--- config.mk ---
export PLATFORM = sky130hd
export DESIGN_NAME = dm_hart_runctl
export DESIGN_NICKNAME = d
export VERILOG_FILES = /design/src/rtl/dm_runctl_pkg.sv /design/src/rtl/dm_hart_runctl_slot.sv /design/src/rtl/dm_hart_runctl.sv
export SDC_FILE = /design/constraint.sdc
export NUM_CORES = 1
export LEC_CHECK = 0
export ABC_AREA = 1
export CELL_PAD_IN_SITES_DETAIL_PLACEMENT = 2
export CELL_PAD_IN_SITES_GLOBAL_PLACEMENT = 2
export CORE_MARGIN = 1.5
export CORE_UTILIZATION = 30
export DETAILED_ROUTE_END_ITERATION = 16
export HOLD_SLACK_MARGIN = 0.08
export MAX_ROUTING_LAYER = met4
export PLACE_DENSITY_LB_ADDON = 0.3
export REMOVE_ABC_BUFFERS = 1
export SYNTH_ARGS = -nofsm -noshare
export SYNTH_HDL_FRONTEND = slang
export SYNTH_SLANG_ARGS = --single-unit
--- constraint.sdc ---
create_clock -name clock -period 4.2 [get_ports clock]
set_input_delay 0.84 -clock clock [delete_from_list [all_inputs] [get_ports clock]]
set_output_delay 0.84 -clock clock [all_outputs]
set_load 0.01 [all_outputs]
--- src/rtl/dm_runctl_pkg.sv ---
// Shared types and defaults for the debug-module hart run-control sequencer.
package dm_runctl_pkg;

  localparam int unsigned DEF_NUM_HARTS      = 4;
  localparam int unsigned DEF_HARTSEL_W      = 10;
  localparam int unsigned DEF_RESUME_TIMEOUT = 1023;
  localparam int unsigned CNT_W              = 16;

  typedef enum logic [1:0] {
    RUNNING     = 2'd0,
    HALT_PEND   = 2'd1,
    HALTED      = 2'd2,
    RESUME_PEND = 2'd3
  } run_state_e;

  typedef struct packed {
    logic anyhalted;
    logic allhalted;
    logic anyrunning;
    logic allrunning;
    logic anyresumeack;
    logic allresumeack;
  } summary_t;

  // A hart waiting on a resume acknowledge is still halted from the debugger's view.
  function automatic logic is_halted(input run_state_e s);
    return (s == HALTED) || (s == RESUME_PEND);
  endfunction

endpackage

--- src/rtl/dm_hart_runctl_slot.sv ---
// Per-hart run-control FSM: haltreq latch, resume request/ack handshake and
// resume timeout detection.
module dm_hart_runctl_slot
  import dm_runctl_pkg::*;
#(
  parameter int unsigned RESUME_TIMEOUT = DEF_RESUME_TIMEOUT
) (
  input  logic       clock,
  input  logic       reset,
  input  logic       dmactive,
  input  logic       cmd_hit,
  input  logic       cmd_haltreq,
  input  logic       cmd_resumereq,
  input  logic       hart_halted,
  output logic       debug_int,
  output logic       resume_req,
  output logic       resumeack,
  output logic       timeout,
  output run_state_e state
);

  run_state_e       state_q, state_d;
  logic [CNT_W-1:0] cnt_q, cnt_d;
  logic             haltreq_q, haltreq_d;
  logic             resume_req_q, resume_req_d;
  logic             resumeack_q, resumeack_d;
  logic             resume_go, resume_done, resume_to;

  // Commands are judged against the registered state, never the next one.
  assign resume_go   = cmd_hit && !cmd_haltreq && cmd_resumereq && (state_q == HALTED);
  assign resume_done = (state_q == RESUME_PEND) && !hart_halted;
  assign resume_to   = (state_q == RESUME_PEND) && hart_halted &&
                       (cnt_q >= CNT_W'(RESUME_TIMEOUT - 1));

  // NOTE: every flop here is a few bits of control, so all of them take the async reset.
  always_ff @(posedge clock or posedge reset) begin
    if (reset) begin
      state_q      <= RUNNING;
      cnt_q        <= '0;
      haltreq_q    <= 1'b0;
      resume_req_q <= 1'b0;
      resumeack_q  <= 1'b0;
    end else begin
      // NOTE: non-blocking so every flop samples the pre-edge values of its peers.
      state_q      <= state_d;
      cnt_q        <= cnt_d;
      haltreq_q    <= haltreq_d;
      resume_req_q <= resume_req_d;
      resumeack_q  <= resumeack_d;
    end
  end

  always_comb begin
    // NOTE: hold-by-default assignments first so no path leaves a latch behind.
    state_d = state_q;
    cnt_d   = cnt_q;
    if (!dmactive) begin
      state_d = hart_halted ? HALTED : RUNNING;
      cnt_d   = '0;
    end else begin
      unique case (state_q)
        RUNNING: begin
          if (cmd_hit && cmd_haltreq) state_d = HALT_PEND;
          else if (hart_halted)       state_d = HALTED;
        end
        HALT_PEND: begin
          if (hart_halted)     state_d = HALTED;
          else if (!haltreq_q) state_d = RUNNING;
        end
        HALTED: begin
          if (resume_go) begin
            state_d = RESUME_PEND;
            cnt_d   = '0;
          end else if (!hart_halted) begin
            state_d = RUNNING;
          end
        end
        RESUME_PEND: begin
          if (resume_done)          state_d = RUNNING;
          else if (resume_to)       state_d = HALTED;
          else if (cnt_q != '1)     cnt_d   = cnt_q + CNT_W'(1);
        end
      endcase
    end
  end

  always_comb begin
    haltreq_d    = haltreq_q;
    resume_req_d = resume_req_q;
    resumeack_d  = resumeack_q;
    timeout      = 1'b0;
    if (!dmactive) begin
      haltreq_d    = 1'b0;
      resume_req_d = 1'b0;
      resumeack_d  = 1'b0;
    end else begin
      if (cmd_hit) haltreq_d = cmd_haltreq;
      if (resume_go) begin
        resume_req_d = 1'b1;
        resumeack_d  = 1'b0;
      end
      if (resume_done) begin
        resume_req_d = 1'b0;
        resumeack_d  = 1'b1;
      end
      if (resume_to) begin
        resume_req_d = 1'b0;
        timeout      = 1'b1;
      end
    end
  end

  assign debug_int  = haltreq_q;
  assign resume_req = resume_req_q;
  assign resumeack  = resumeack_q;
  assign state      = state_q;

endmodule

--- src/rtl/dm_hart_runctl.sv ---
// Debug Module run-control: decodes DMCONTROL selections into per-hart slots
// and builds the registered DMSTATUS summary bits.
module dm_hart_runctl
  import dm_runctl_pkg::*;
#(
  parameter int unsigned NUM_HARTS      = DEF_NUM_HARTS,
  parameter int unsigned HARTSEL_W      = DEF_HARTSEL_W,
  parameter int unsigned RESUME_TIMEOUT = DEF_RESUME_TIMEOUT
) (
  input  logic                 clock,
  input  logic                 reset,
  input  logic                 dmactive,
  input  logic                 cmd_valid,
  output logic                 cmd_ready,
  input  logic                 cmd_haltreq,
  input  logic                 cmd_resumereq,
  input  logic                 cmd_hasel,
  input  logic [HARTSEL_W-1:0] cmd_hartsel,
  input  logic [NUM_HARTS-1:0] hawindow,
  input  logic [NUM_HARTS-1:0] hart_halted,
  output logic [NUM_HARTS-1:0] debug_int,
  output logic [NUM_HARTS-1:0] resume_req,
  output logic [NUM_HARTS-1:0] resumeack,
  output logic                 anyhalted,
  output logic                 allhalted,
  output logic                 anyrunning,
  output logic                 allrunning,
  output logic                 anyresumeack,
  output logic                 allresumeack,
  output logic                 anynonexistent,
  output logic                 resume_err
);

  // Compare hartsel at no less than 32 bits so large indices never alias onto real harts.
  localparam int unsigned CMP_W = (HARTSEL_W > 32) ? HARTSEL_W : 32;

  logic                 accept;
  logic [CMP_W-1:0]     hartsel_ext;
  logic [NUM_HARTS-1:0] sel_now, hit, halted_vec, timeout_vec;
  logic [NUM_HARTS-1:0] sel_q, sel_d;
  logic                 nonexist_q, nonexist_d;
  logic                 err_q, err_d;
  summary_t             summ_q, summ_d;
  run_state_e           state_vec [NUM_HARTS];

  assign cmd_ready   = dmactive;
  assign accept      = cmd_valid & dmactive;
  assign hartsel_ext = CMP_W'(cmd_hartsel);
  assign hit         = {NUM_HARTS{accept}} & sel_now;

  always_comb begin
    for (int i = 0; i < NUM_HARTS; i++) begin
      sel_now[i]    = (hartsel_ext == CMP_W'(i)) || (cmd_hasel && hawindow[i]);
      halted_vec[i] = is_halted(state_vec[i]);
    end
  end

  for (genvar g = 0; g < NUM_HARTS; g++) begin : g_slot
    dm_hart_runctl_slot #(
      .RESUME_TIMEOUT(RESUME_TIMEOUT)
    ) u_slot (
      .clock        (clock),
      .reset        (reset),
      .dmactive     (dmactive),
      .cmd_hit      (hit[g]),
      .cmd_haltreq  (cmd_haltreq),
      .cmd_resumereq(cmd_resumereq),
      .hart_halted  (hart_halted[g]),
      .debug_int    (debug_int[g]),
      .resume_req   (resume_req[g]),
      .resumeack    (resumeack[g]),
      .timeout      (timeout_vec[g]),
      .state        (state_vec[g])
    );
  end

  always_comb begin
    sel_d      = accept ? sel_now : sel_q;
    nonexist_d = accept ? (hartsel_ext >= CMP_W'(NUM_HARTS)) : nonexist_q;
    err_d      = dmactive ? (err_q | (|timeout_vec)) : 1'b0;
  end

  // An empty selection reports zero for both the "any" and the "all" bits.
  always_comb begin
    summ_d              = '0;
    summ_d.anyhalted    = |(sel_q & halted_vec);
    summ_d.allhalted    = (|sel_q) && ((sel_q & halted_vec) == sel_q);
    summ_d.anyrunning   = |(sel_q & ~halted_vec);
    summ_d.allrunning   = (|sel_q) && ((sel_q & ~halted_vec) == sel_q);
    summ_d.anyresumeack = |(sel_q & resumeack);
    summ_d.allresumeack = (|sel_q) && ((sel_q & resumeack) == sel_q);
  end

  always_ff @(posedge clock or posedge reset) begin
    if (reset) begin
      sel_q      <= '0;
      nonexist_q <= 1'b0;
      err_q      <= 1'b0;
      summ_q     <= '0;
    end else begin
      sel_q      <= sel_d;
      nonexist_q <= nonexist_d;
      err_q      <= err_d;
      summ_q     <= summ_d;
    end
  end

  assign anyhalted      = summ_q.anyhalted;
  assign allhalted      = summ_q.allhalted;
  assign anyrunning     = summ_q.anyrunning;
  assign allrunning     = summ_q.allrunning;
  assign anyresumeack   = summ_q.anyresumeack;
  assign allresumeack   = summ_q.allresumeack;
  assign anynonexistent = nonexist_q;
  assign resume_err     = err_q;

endmodule

* Word-level counts from Yosys, hierarchy flattened
Cells that the tools add are included.
** Word-level totals
- Input port bits :: 25
- Bits in latches :: 0
- Memories kept :: 0
- Bits in writable memories :: 0
- Word-level logic and storage cells :: 294
- Bits in registers :: 96
- Bits in read-only memories :: 0
- Output and inout port bits :: 21
** Cells by class
- $mul :: 0
- Equal/unequal tests :: 70
- Divide/modulo/power cells :: 0
- $add $sub $neg :: 4
- Bitwise gates (word level) :: 7
- Muxes and demuxes :: 113
- Shifts and indexed selects :: 0
- $lt $le $gt $ge :: 5
- Reduce and logical (&&, ||, !) cells :: 66
** Operator list (number)
- 2-to-1 mux 16 bit :: 20
- case mux 16 bit (2 select lines) :: 4
- 2-to-1 mux 2 bit :: 40
- adder 16 x 1 -> 16 bit (second input constant) :: 4
- greater-or-equal comparator 16 x 10 -> 1 bit (second input constant) :: 4
- != test 16 bit (second input constant) :: 4
- 2-to-1 mux 1 bit :: 45
- logical AND 1 bit :: 35
- logical NOT 32 bit :: 1
- != test 4 x 3 -> 1 bit (second input constant) :: 8
- case mux 2 bit (4 select lines) :: 4
- != test 3 x 1 -> 1 bit (second input constant) :: 8
- != test 3 x 2 -> 1 bit (second input constant) :: 8
- != test 3 bit (second input constant) :: 8
- == test 10 x 2 -> 1 bit (second input constant) :: 2
- AND reduction 5 bit :: 4
- OR reduction 4 bit :: 5
- AND 4 bit :: 4
- == test 2 bit (second input constant) :: 8
- != test 4 x 1 -> 1 bit (second input constant) :: 4
- != test 4 x 2 -> 1 bit (second input constant) :: 4
- != test 4 bit (second input constant) :: 4
- AND reduction 4 bit :: 4
- == test 4 bit :: 3
- 10 further kinds :: 30

* Depth between registers and ports, before layout
- Depth after elaboration :: 10
- Gate-level depth with buffers :: 14
- Gate-level depth less buffers :: 13

* Hierarchy
Synthesis repeated with hierarchy kept, for this count alone.
** Second synthesis, totals
- Cell total of the unflattened synthesis :: 917
- Area, all modules :: 6413.7 µm²
** Modules (own cells, without submodules)
- dm_hart_runctl_slot :: times used 4, cells each 204, area an instance 1436.4 µm²
- dm_hart_runctl :: times used 1, cells each 101, area an instance 668.1 µm²

* Worst setup path before layout
No wires, ideal clock.
- Path kind :: input port to flip-flop
- Start point :: input cmd_hartsel[7]
- End point :: register g_slot[0].u_slot.cnt_q[8]
- Slack :: 2192 ps
- Stages :: 9
- Setup time :: 121 ps
- Data arrival time :: 1887 ps
- Cells stage by stage :: nor2_1 nand3_2 o21bai_2 nand3_1 nand2_2 nand2_2 buf_4 nor2_1 a21oi_2
** Between the ends
- Word-level cells in the longest chain between the ends :: 8
** RTL lines
- start, declared :: line dm_hart_runctl.sv:18 : input logic [HARTSEL_W-1:0] cmd_hartsel,
- logical NOT 32 bit :: line dm_hart_runctl.sv:53 : sel_now[i] = (hartsel_ext == CMP_W'(i)) || (cmd_hasel && hawindow[i]);
- logical OR 1 bit :: line dm_hart_runctl.sv:53
- AND 4 bit :: line dm_hart_runctl.sv:49 : assign hit = {NUM_HARTS{accept}} & sel_now;
- logical AND 1 bit (3 in a row) :: line dm_hart_runctl_slot.sv:30 : assign resume_go = cmd_hit && !cmd_haltreq && cmd_resumereq && (state_q == HALTED);
- != test 3 x 2 -> 1 bit (no line)
- AND reduction 5 bit (no line)
- end signal, assigned :: line dm_hart_runctl_slot.sv:46 : cnt_q <= cnt_d;
- end, declared :: line dm_hart_runctl_slot.sv:23 : logic [CNT_W-1:0] cnt_q, cnt_d;
Every way passes these cells.
A chain may end at the register's enable or synchronous reset.

* Worst setup path in the final report
- Start point :: input dmactive
- End point :: output cmd_ready
** RTL lines
- start, declared :: line dm_hart_runctl.sv:12 : input logic dmactive,
- end, declared :: line dm_hart_runctl.sv:14 : output logic cmd_ready,
No word-level cell between the ends.

==> metrics.md <==
| Metric | Value |
|---|---|
| Mapped Area | 5580 um2 |
| Synth Register Bits | 96 |
| Placement Rows | 49 |
| Failing checks | DRC |
| Cell taking the most area after synthesis | dfrtp_1 |
| Maxcap violations | 0 |
| Final HPWL DP | 12790 um |
| DRT Pass-1 Iters | 10 |
| Total GRT Usage | 19.29% |
| Crit path DAT | 1.72 ns |
| Critical Path Max Stage Delay | 0.60 ns |
| Worst VDD drop | 0.0001962 V |
| Synth Instances | 761 |
| IO Count | 46 |
| Cell Chain, Critical Path | buf_2, clkdlybuf4s50_1 |
| Gpl congestion | 0.7941 |
| Yosys cell types | 44 |
| Wire per inst | 16.82 um |
| CTS resizes | 0 |
| Syn-to-layout area delta | 14.84% |
| Crit-path leading delay family | buffers and inverters |
| Placed cell area | 6133 um2 |
| Num CTS Buffers | 9 |
| Vias/cell | 4.986 |
| Initial antenna violation count | 0 |
| Slew @ Worst Pin | 0.6979 ns |
| Clock root buffer | clkbuf_16 |
| Slew headroom | 53.48% |
| Nets | 823 |
| Setup repair bufs after CTS | 0 |
| Met3 WL post-DR | 263 um |
| Largest net degree at the start of global routing | 53 |
| Unrepaired setup endpoints after global routing | no |
| CTS Hold Bufs | 0 |
| Routed Antenna Nets | 0 |
| Final instance area | 6409 um2 |
| Layout cells sized above 1 | 6.927% |
| CTS tree | built |
| HP Class | flip-flop to flip-flop |
| Syn avg cell area | 7.333 um2 |
| Critical Path Fanout Max | 13 |
| CP Buf/Inv Count | 2 |
| Top cells by area, synth | dfrtp_1, nand2_1, nor2_1 |
| Sequential-to-total area share from yosys stat | 43.05% |
| Drt drc | 2 |
| 1st-iter DRT viols | 129 |
| Met2 routed WL | 8950 um |
| Vias in the first global route | 5739 |
| Fin. max-slew vios | 0 |
| Leak | 3.022 nW |
| WP data required | 3.36 ns |
| Clock sink count | 96 |
| Final Cycle Share | 60.86% |
| CTS HTree Levels | 3 |
| Top FF cell, synth | dfrtp_1 |
| Fin Setup TNS | 0 ns |
| Min cycle time layout | 2.556 ns |
| Initial Util | 30.85% |
| Clk pin slew, worst setup/hold paths | 0.07 ns |
| Total vias in the final route | 5101 |
| Met1 WL | 7821 um |
| CORE AREA | 18090 um2 |
| Critical path endpoint category | primary output |
| Number of synthesized flops with an enable pin | 0 |
| Top Layer Used | met4 |
| Grt total ovfl | 0 |
| Fin util | 35.43% |
| Final hold vios | 0 |
| Clk_skew | 0.008641 ns |
| IO Port Bufs | 45 |
| Worst setup SP type | input port |
| Power Dens Cells | 421.6 nW/um2 |
| Fmax | 0.3912 GHz |
| Clk_lat worst skew | 0.35 ns |
| Status | finished, violations left |
| WS Path Type | input port to primary output |
| Slowest-stage cell, CP | clkdlybuf4s50_1 |
| Full die area | 19430 um2 |
| Die height | 139.4 um |
| DRT Wirelength | 17210 um |
| Final setup violating endpoints | 0 |
| Chip width | 139.4 um |
| Yosys warning count | 0 |
| Global-route wire length before repair | 29290 um |
| Max Root-Sink Buffers | 2 |
| Antenna Cells | 0 |
| Synth top area share | 43.05% |
| Post-synth ARST share | 100.0% |
[state kept, by name, indices dropped and copies added (netlist names)]
signal and flops:
g_slot.u_slot.debug_int 4, resume_err 1, g_slot.u_slot.resume_req 4, allresumeack 1, g_slot.u_slot.cnt_q 64, anyresumeack 1
anyrunning 1, g_slot.u_slot.resumeack 4, g_slot.u_slot.state 8, sel_q 4, allhalted 1, allrunning 1
anyhalted 1, anynonexistent 1
[cells in the mapped netlist (2+ instances only)]
cell type and count:
or2_1 2, nand2_1 204, o21ai_0 31, buf_4 17, dfrtp_1 96, inv_2 4
buf_2 7, nor2_4 2, or2_2 7, xor2_1 14, a21oi_1 14, nand3_1 51
o21bai_2 4, buf_6 3, nor4_1 7, a21boi_0 2, nand4_1 28, nor3_1 10
inv_1 84, o22ai_1 4, nor2_1 113, o21ai_1 15, xnor2_1 2, nand2_2 10
ha_1 8, a31o_2 2, clkbuf_1 3
[cells in the final DEF, fill, tap and decap left out, types with 7 or more instances in the layout]
master / count
or2_2: 7
clkbuf_16: 9
nor4_1: 7
nand4_1: 28
o21ai_1: 15
xor2_1: 14
ha_1: 8
nor2_1: 113
inv_1: 83
nand3_1: 51
nand2_1: 204
dfrtp_1: 96
clkdlybuf4s50_1: 44
nor3_1: 10
o21ai_0: 31
a21oi_1: 14
nand2_2: 10
[per-layer routing]
metal  up-vias  track usage, %
met5         -               -
met4         0           4.815
met3        13           2.271
met2        34           34.28
met1      2575           23.23
li1       2479               -
[kinds of logic (layout without fill, tap and decap cells)]
family	Yosys count	in the layout	synth area share (%)
AND/OR/NAND/NOR	441	441	34.31
AO/OA/AOI/OAI	81	81	8.632
flip-flops	96	96	43.05
buffers and inverters	119	152	9.708
adder cells (fa/ha/maj)	8	8	1.794
XOR/XNOR	16	16	2.511
[power by group]
group,switching (W),internal (W),total [W]
sequential,0.000108,0.00101,0.00112
combinational,0.000550,0.000233,0.000783
clock,0.000367,0.000432,0.000799
[final cells by class]
type	instances	area, um2
sequential	96	2402
tap	229	286.5
timing repair buffer	49	475.5
inverter	88	332.8
multi-input combinational	546	2636
fill	2136	11680
clock buffer	13	260.3
clock inverter	2	15.01
[path summary, 6_finish.rpt]
check | from | to | slack, ns | depth (start not counted)
worst max-delay path | dmactive | cmd_ready | 1.64 | 2
max in group asynchronous | reset | g_slot[3].u_slot.cnt_q[4] | 2.43 | 3
worst max register to register | g_slot[3].u_slot.cnt_q[1] | g_slot[3].u_slot.cnt_q[11] | 2.09 | 11
worst min-delay path | g_slot[2].u_slot.cnt_q[11] | g_slot[2].u_slot.cnt_q[11] | 0.50 | 2
worst min register to register | g_slot[2].u_slot.cnt_q[11] | g_slot[2].u_slot.cnt_q[11] | 0.50 | 2
min in group asynchronous | reset | g_slot[2].u_slot.cnt_q[13] | 0.95 | 2
[through the flow]
step / instances / hold WS (ns) / total power [W] / setup slack, ns
after CTS: 1023 / 0.5082 / 0.002739 / 1.609
after global routing: 1023 / 0.5238 / 0.002887 / 1.420
final: 1023 / 0.5003 / 0.002702 / 1.644
after detailed placement: 1008 / 0.4934 / 0.001933 / 1.298
after global placement: 1008 / 0.4724 / 0.001878 / 1.336
after floorplan: 730 / 0.4598 / 0.001595 / 0.8546
Note: power is estimated with default switching activity, not from simulation.
